### src/rtl/parking_pkg.sv
// Shared types and defaults for the parking timestamp producer.
package parking_pkg;

  localparam int unsigned TIME_W       = 8;
  localparam int unsigned DEF_SLOTS    = 4;
  localparam int unsigned DEF_TICK_DIV = 50;

  typedef enum logic [0:0] {
    IDLE,
    VALID
  } state_e;

endpackage

### src/rtl/parking_tick_counter.sv
// System time base: prescaler dividing clk by TICK_DIV, and the 8-bit wrapping time unit.
module parking_tick_counter
  import parking_pkg::*;
#(
  parameter int unsigned TICK_DIV = DEF_TICK_DIV
) (
  input  logic              clk,
  input  logic              rst_n,
  output logic [TIME_W-1:0] now,
  output logic              tick
);

  // Keep the prescaler at least one bit wide so TICK_DIV=1 still elaborates.
  localparam int unsigned PW = (TICK_DIV > 1) ? $clog2(TICK_DIV) : 1;

  logic [PW-1:0]     presc_q;
  logic [TIME_W-1:0] now_q;

  assign tick = (presc_q == PW'(TICK_DIV - 1));
  assign now  = now_q;

  always_ff @(posedge clk or negedge rst_n) begin
    if (!rst_n) begin
      presc_q <= '0;
      now_q   <= '0;
    end else if (tick) begin
      presc_q <= '0;
      now_q   <= now_q + 8'd1;
    end else begin
      presc_q <= presc_q + 1'b1;
    end
  end

endmodule

### src/rtl/parking_timestamp.sv
// Per-slot entry stamps and occupancy; emits {time_in, time_out} on exit over valid/ready.
module parking_timestamp
  import parking_pkg::*;
#(
  parameter int unsigned SLOTS    = DEF_SLOTS,
  parameter int unsigned TICK_DIV = DEF_TICK_DIV,
  parameter int unsigned SW       = $clog2(SLOTS)
) (
  input  logic              clk,
  input  logic              rst_n,
  input  logic              entry_req,
  input  logic [SW-1:0]     entry_slot,
  input  logic              exit_req,
  input  logic [SW-1:0]     exit_slot,
  output logic              out_valid,
  input  logic              out_ready,
  output logic [TIME_W-1:0] time_in,
  output logic [TIME_W-1:0] time_out,
  output logic [SW-1:0]     out_slot,
  output logic [SLOTS-1:0]  occupied,
  output logic [TIME_W-1:0] now,
  output logic              err
);

  logic [TIME_W-1:0] stamp_q [SLOTS];
  logic [SLOTS-1:0]  occupied_q;
  state_e            state_q;
  logic [TIME_W-1:0] time_in_q;
  logic [TIME_W-1:0] time_out_q;
  logic [SW-1:0]     out_slot_q;
  logic              err_q;

  logic same_slot;
  logic exit_ok;
  logic entry_ok;
  logic err_d;

  parking_tick_counter #(
    .TICK_DIV(TICK_DIV)
  ) u_tick (
    .clk  (clk),
    .rst_n(rst_n),
    .now  (now),
    .tick ()
  );

  // Exit wins on a shared slot: the entry is refused whether or not the exit succeeds.
  always_comb begin
    same_slot = exit_req && (exit_slot == entry_slot);
    exit_ok   = exit_req && occupied_q[exit_slot] && (state_q == IDLE);
    entry_ok  = entry_req && !occupied_q[entry_slot] && !same_slot;
    err_d     = (entry_req && !entry_ok) || (exit_req && !exit_ok);
  end

  always_ff @(posedge clk or negedge rst_n) begin
    if (!rst_n) begin
      for (int unsigned i = 0; i < SLOTS; i++) begin
        stamp_q[i] <= '0;
      end
      occupied_q <= '0;
      state_q    <= IDLE;
      time_in_q  <= '0;
      time_out_q <= '0;
      out_slot_q <= '0;
      err_q      <= 1'b0;
    end else begin
      err_q <= err_d;
      if (entry_ok) begin
        stamp_q[entry_slot]    <= now;
        occupied_q[entry_slot] <= 1'b1;
      end
      if (exit_ok) begin
        occupied_q[exit_slot] <= 1'b0;
      end
      unique case (state_q)
        IDLE: begin
          if (exit_ok) begin
            time_in_q  <= stamp_q[exit_slot];
            time_out_q <= now;
            out_slot_q <= exit_slot;
            state_q    <= VALID;
          end
        end
        VALID: begin
          if (out_ready) begin
            state_q <= IDLE;
          end
        end
      endcase
    end
  end

  assign out_valid = (state_q == VALID);
  assign time_in   = time_in_q;
  assign time_out  = time_out_q;
  assign out_slot  = out_slot_q;
  assign occupied  = occupied_q;
  assign err       = err_q;

endmodule

### config.mk
export PLATFORM = sky130hd
export DESIGN_NAME = parking_timestamp
export DESIGN_NICKNAME = d
export VERILOG_FILES = /design/src/rtl/parking_pkg.sv /design/src/rtl/parking_tick_counter.sv /design/src/rtl/parking_timestamp.sv
export SDC_FILE = /design/constraint.sdc
export NUM_CORES = 1
export LEC_CHECK = 0
export BUFFER_PORTS_ARGS = -buffer_cell sky130_fd_sc_hd__buf_4
export CAP_MARGIN = 20
export CORE_UTILIZATION = 61
export CTS_BUF_LIST = sky130_fd_sc_hd__clkbuf_16
export DETAILED_ROUTE_END_ITERATION = 6
export PLACE_DENSITY_LB_ADDON = 0.3
export SLEW_MARGIN = 30
export SYNTH_ARGS = -nofsm -noshare
export SYNTH_HDL_FRONTEND = slang
export SYNTH_SLANG_ARGS = --single-unit
export TNS_END_PERCENT = 100
### constraint.sdc
create_clock -name clk -period 4.1 [get_ports clk]
set_input_delay 0.82 -clock clk [delete_from_list [all_inputs] [get_ports clk]]
set_output_delay 0.82 -clock clk [all_outputs]
set_load 0.03 [all_outputs]
# Word level (Yosys, flattened, before mapping)
# Cells that the tools add are included.
# W data, S select, Z words.
# totals
ff_bits	70
input_bits	9
# op_classes
n_addsub	2
n_lt_le_gt_ge	7
n_eq_ne	2
muxes	20
bitwise_logic	6
n_reduce_logical	16
# op_table
operator	count
$bwmux W32	1
$mux W8	3
$bmux W8 S2	1
$demux W8 S2	1
$logic_and A1 B1 Y1	10
$add A8 B1 Y8 const B	1
$mux W4	2
$add A6 B1 Y6 const B	1
$eq A6 B6 Y1 const B	1
$ge A3 B3 Y1 const B	2
$lt A2 B3 Y1 const B	2
$mux W1	6
$mux W6	1
$not A2 Y3	2
$and A4 B4 Y4	1
$bmux W1 S2	2
$demux W1 S2	2
$ge A2 B1 Y1 const B	2
$logic_not A1 Y1	4
$not A4 Y4	1
$or A4 B4 Y4	1
$lt A3 B1 Y1 const B	1
$eq A2 B2 Y1	1
$pmux W1 S2	1
other kinds (3)	3

# Depth between registers and ports, before layout
# depth
depth_word	8
ltp_mapped	5
ltp_nobuf	5

# Hierarchy
# From an unflattened synthesis, not the netlist that was laid out.
# hier_totals
cells_unflattened	222
area_unflattened_um2	3261.9
# by_module_without_submodules
module	instances	cells_each	area_each_um2	seq_area_each_um2
parking_timestamp	1	168	2597.5	1401.3
parking_tick_counter	1	54	664.4	350.3

# Worst setup path after synthesis
# No wires, ideal clock.
# synth_timing
kind	input-to-reg
from	input exit_slot[0]
to	register time_in_q[0], in the netlist time_in[0]
setup_time_ps	125
t_arrival_ps	1980
slack_ps	1995
stages	4
cell_sequence	mux2i_1 o32ai_4 buf_6 mux2_2
# synth_via
elab_chain_len	5
word_cells_on_any_way	9
cone_classes	mux: 5; bitwise: 1; reduce/logical: 3
# synth_rtl
element	line_no	text
start, declared	parking_timestamp.sv:14	input logic [SW-1:0] exit_slot,
$bmux W1 S2	parking_timestamp.sv:50	exit_ok = exit_req && occupied_q[exit_slot] && (state_q == IDLE);
$mux W1 (not written as such)	parking_timestamp.sv:50	
$logic_and A1 B1 Y1 (2 in a row)	parking_timestamp.sv:50	
$reduce_and A2 Y1 (no line)	--	
end signal, assigned	parking_timestamp.sv:78	time_in_q <= stamp_q[exit_slot];
end, declared	parking_timestamp.sv:28	logic [TIME_W-1:0] time_in_q;
# Several ways; a longest one is shown, not always the timed one. The select of a mux whose other input is x is not followed.
# A chain may end at the register's enable or synchronous reset.

# Final worst setup path
# layout_timing
from	input exit_slot[0]
to	register stamp_q[11] (netlist name)
# layout_via
elab_chain_len	4
# layout_rtl
element	line_no	text
$eq A2 B2 Y1	parking_timestamp.sv:49	same_slot = exit_req && (exit_slot == entry_slot);
$logic_and A1 B1 Y1	parking_timestamp.sv:49	
$logic_not A1 Y1	parking_timestamp.sv:51	entry_ok = entry_req && !occupied_q[entry_slot] && !same_slot;
$logic_and A1 B1 Y1	parking_timestamp.sv:51	
end signal, assigned by index	parking_timestamp.sv:69	stamp_q[entry_slot] <= now;
end, declared	parking_timestamp.sv:25	logic [TIME_W-1:0] stamp_q [SLOTS];
# No other way between the ends.

==> impl_metrics.json <==
{
  "outcome": "complete, no violations",
  "crit_end": "stamp_q[11]",
  "cap_violations": 0,
  "start_util_pct": 65.1,
  "power_mw": 1.69,
  "cts_sinks": 70,
  "drc": 0,
  "nets": 274,
  "r2r_end": "time_out[3]",
  "drtIter0Drc": 121,
  "avgSynthCellArea_um2": 14.4,
  "grt_pass1_vias": 1998,
  "rsz0062_at_grt": "false",
  "skew_ns": 0.00302,
  "crit_start": "exit_slot[0]",
  "layout_commonest_cell": "dfrtp_1",
  "fmax_mhz": 452,
  "finalSetupViolCount": 0,
  "rr_startpoint": "occupied[1]",
  "crit_path_start_kind": "primary input",
  "ys_seq_elements": 70,
  "finalCriticalPeriod_ns": 2.21,
  "endpoint_kind": "flip-flop",
  "ys.flop_type": "dfrtp_1",
  "synth_cells": 219,
  "diodes": 0,
  "die_area_um2": 5460,
  "cts_tree": "yes",
  "cp_slowest_stage_delay_ns": 0.64,
  "path_class": "in -> reg",
  "area_growth_syn_to_layout_pct": 19.2,
  "viasPerCell": 5.91,
  "final_layout_size_suffix_gt1_share_pct": 44.2,
  "fin_tns_setup_ns": 0,
  "ir_drop_mv": 0.339,
  "yosysWarnings": 0,
  "synth_nets": 231,
  "cts_root_buffer": "clkbuf_16",
  "grt_start_max_net_pins": 71,
  "min_from": "stamp_q[1]",
  "fill_cells": 305,
  "worst_pin_slew_ns": 0.853,
  "synth_edf_count": 0,
  "path_max_fanout": 20,
  "slew_headroom_pct": 43.2,
  "clk_pin_slew_ns": 0.05,
  "required_ns": 4.31,
  "cts-buffers-inserted": 9,
  "ctsHoldBuffers": 0,
  "synth_area_um2": 3150,
  "cp_cell_sequence": "buf_4 -> and3b_1 -> nor4_4 -> mux2_2",
  "port_buffers": 40,
  "rows": 25,
  "reg2regPathDepth": 4,
  "slew_viol_final": 0,
  "yosysSeqAreaShare_pct": 55.5,
  "ctsLongestPathBuffers": 2,
  "postSynth.asyncResetShare_pct": 100,
  "post_cts_resized": 0,
  "final_antenna_net_count": 0,
  "crit_arrival_ns": 2.42,
  "hpwl_um": 3810,
  "critical_path.slowest_cell": "nor4_4",
  "ff2ff_setup_slack_ns": 2.22,
  "vias": 1974,
  "die_h_um": 73.9,
  "core_area_um2": 4850,
  "grt_use_total_pct": 24.9,
  "overflow": 0,
  "period_share_pct": 54.0,
  "wl_um": 6000,
  "post-place-ws_ns": 1.35,
  "place_congestion": 0.832,
  "final_cell_mix": "70 x dfrtp_1, 50 x mux2_2, 41 x buf_4, 9 x xor2_1, 9 x clkbuf_16",
  "fin_ws_ns": 1.89,
  "die_width_um": 73.9,
  "post-cts-setup-buffers": 0,
  "min_path_type": "reg -> reg",
  "htree_num_levels": 3,
  "leakage_nw": 1.87,
  "dr.pass1.iters": 6,
  "hold_violations": 0,
  "antenna_found_initial": 0,
  "grt_pass1_wl_um": 9740,
  "pin_count": 41,
  "clk_latency_ns": 0.32,
  "wl_per_cell_um": 18.0,
  "synth_cell_types": 36,
  "power_density_nw_per_um2": 448
}
synth_stat cells, drive strengths merged, types with 2 or more instances:
library cell,n,area [µm²]
nand3,7,35.0
nor4,3,48.8
nand2,4,15.0
o21ai,3,15.0
mux2,50,563
a2bb2oi,2,17.5
buf,8,50.1
ha,3,37.5
nand3b,3,22.5
mux2i,5,50.1
dfrtp,70,1750
nand2b,3,18.8
nand4,2,12.5
nor3,7,35.0
a21oi,2,10.0
inv,6,22.5
xor2,9,78.8
mux4,8,180
xnor2,3,26.3
clkbuf,2,7.51
nor2,7,26.3
where the power goes:
group	leakage [nW]	total [mW]	switching (mW)	internal, mW
sequential	0.943	0.754	0.0341	0.720
combinational	0.795	0.265	0.158	0.107
clock	0.137	0.667	0.269	0.398
total	1.87	1.69	0.461	1.23
per-stage QoR:
| stage | hold slack (ns) | utilization [%] | cell area (µm²) | instances |
|---|---|---|---|---|
| global placement | 0.484 | 71.9 | 3490 | 317 |
| CTS | 0.503 | 77.3 | 3750 | 333 |
| detailed placement | 0.491 | 71.9 | 3490 | 317 |
| global route | 0.516 | 77.6 | 3760 | 334 |
| finish | 0.500 | 77.6 | 3760 | 334 |
| floorplan | 0.475 | - | 3150 | 219 |
worst min-delay path by stage:
stage | cells after the start | to | slack, ns
2_1_floorplan | 1 | stamp_q[10] | 0.48
3_3_place_gp | 1 | stamp_q[10] | 0.48
3_5_place_dp | 1 | stamp_q[3] | 0.49
4_1_cts | 1 | stamp_q[3] | 0.50
5_1_grt | 1 | stamp_q[1] | 0.52
6_report | 1 | stamp_q[1] | 0.50
registers in the layout (all words and copies together) (netlist names):
signal,count
err,1
occupied,4
out_slot,2
out_valid,1
stamp_q,32
time_in,8
time_out,8
u_tick.now,8
u_tick.presc_q,6
layout make-up:
class,count,area [µm²],share of cell area [%]
Timing Repair Buffer,42,323,8.58
Inverter,6,22.5,0.599
Clock inverter,7,32.5,0.865
Clock buffer,9,225,5.99
Sequential cell,70,1750,46.6
Tap cell,67,83.8,2.23
Multi-Input combinational cell,133,1320,35.2
worst max-delay path: cells and delay by family:
family	cells	cell delay, ns
buf+inv	1	0.28
mux	1	0.41
simple gates	2	0.90
cell families (layout without fill, tap and decap cells):
kind of cell               Yosys count  count (layout)  synth area share, %
adders and majority gates            3               3                 1.19
muxes                               63              63                 25.1
buffers and inverters               16              64                 2.54
xor gates and xnor gates            12              12                 3.33
and+or+nand+nor                     41              41                 8.09
AOI/OAI and AO/OA                   14              14                 4.17
DFF                                 70              70                 55.5
layer usage:
metal	wire length [µm]	vias up	track usage [%]
li1	-	887	-
met1	2640	1017	33.3
met2	2990	55	39.5
met3	254	15	4.25
met4	113	0	12.8
met5	0	-	0
Note: power is estimated with default switching activity, not from simulation.
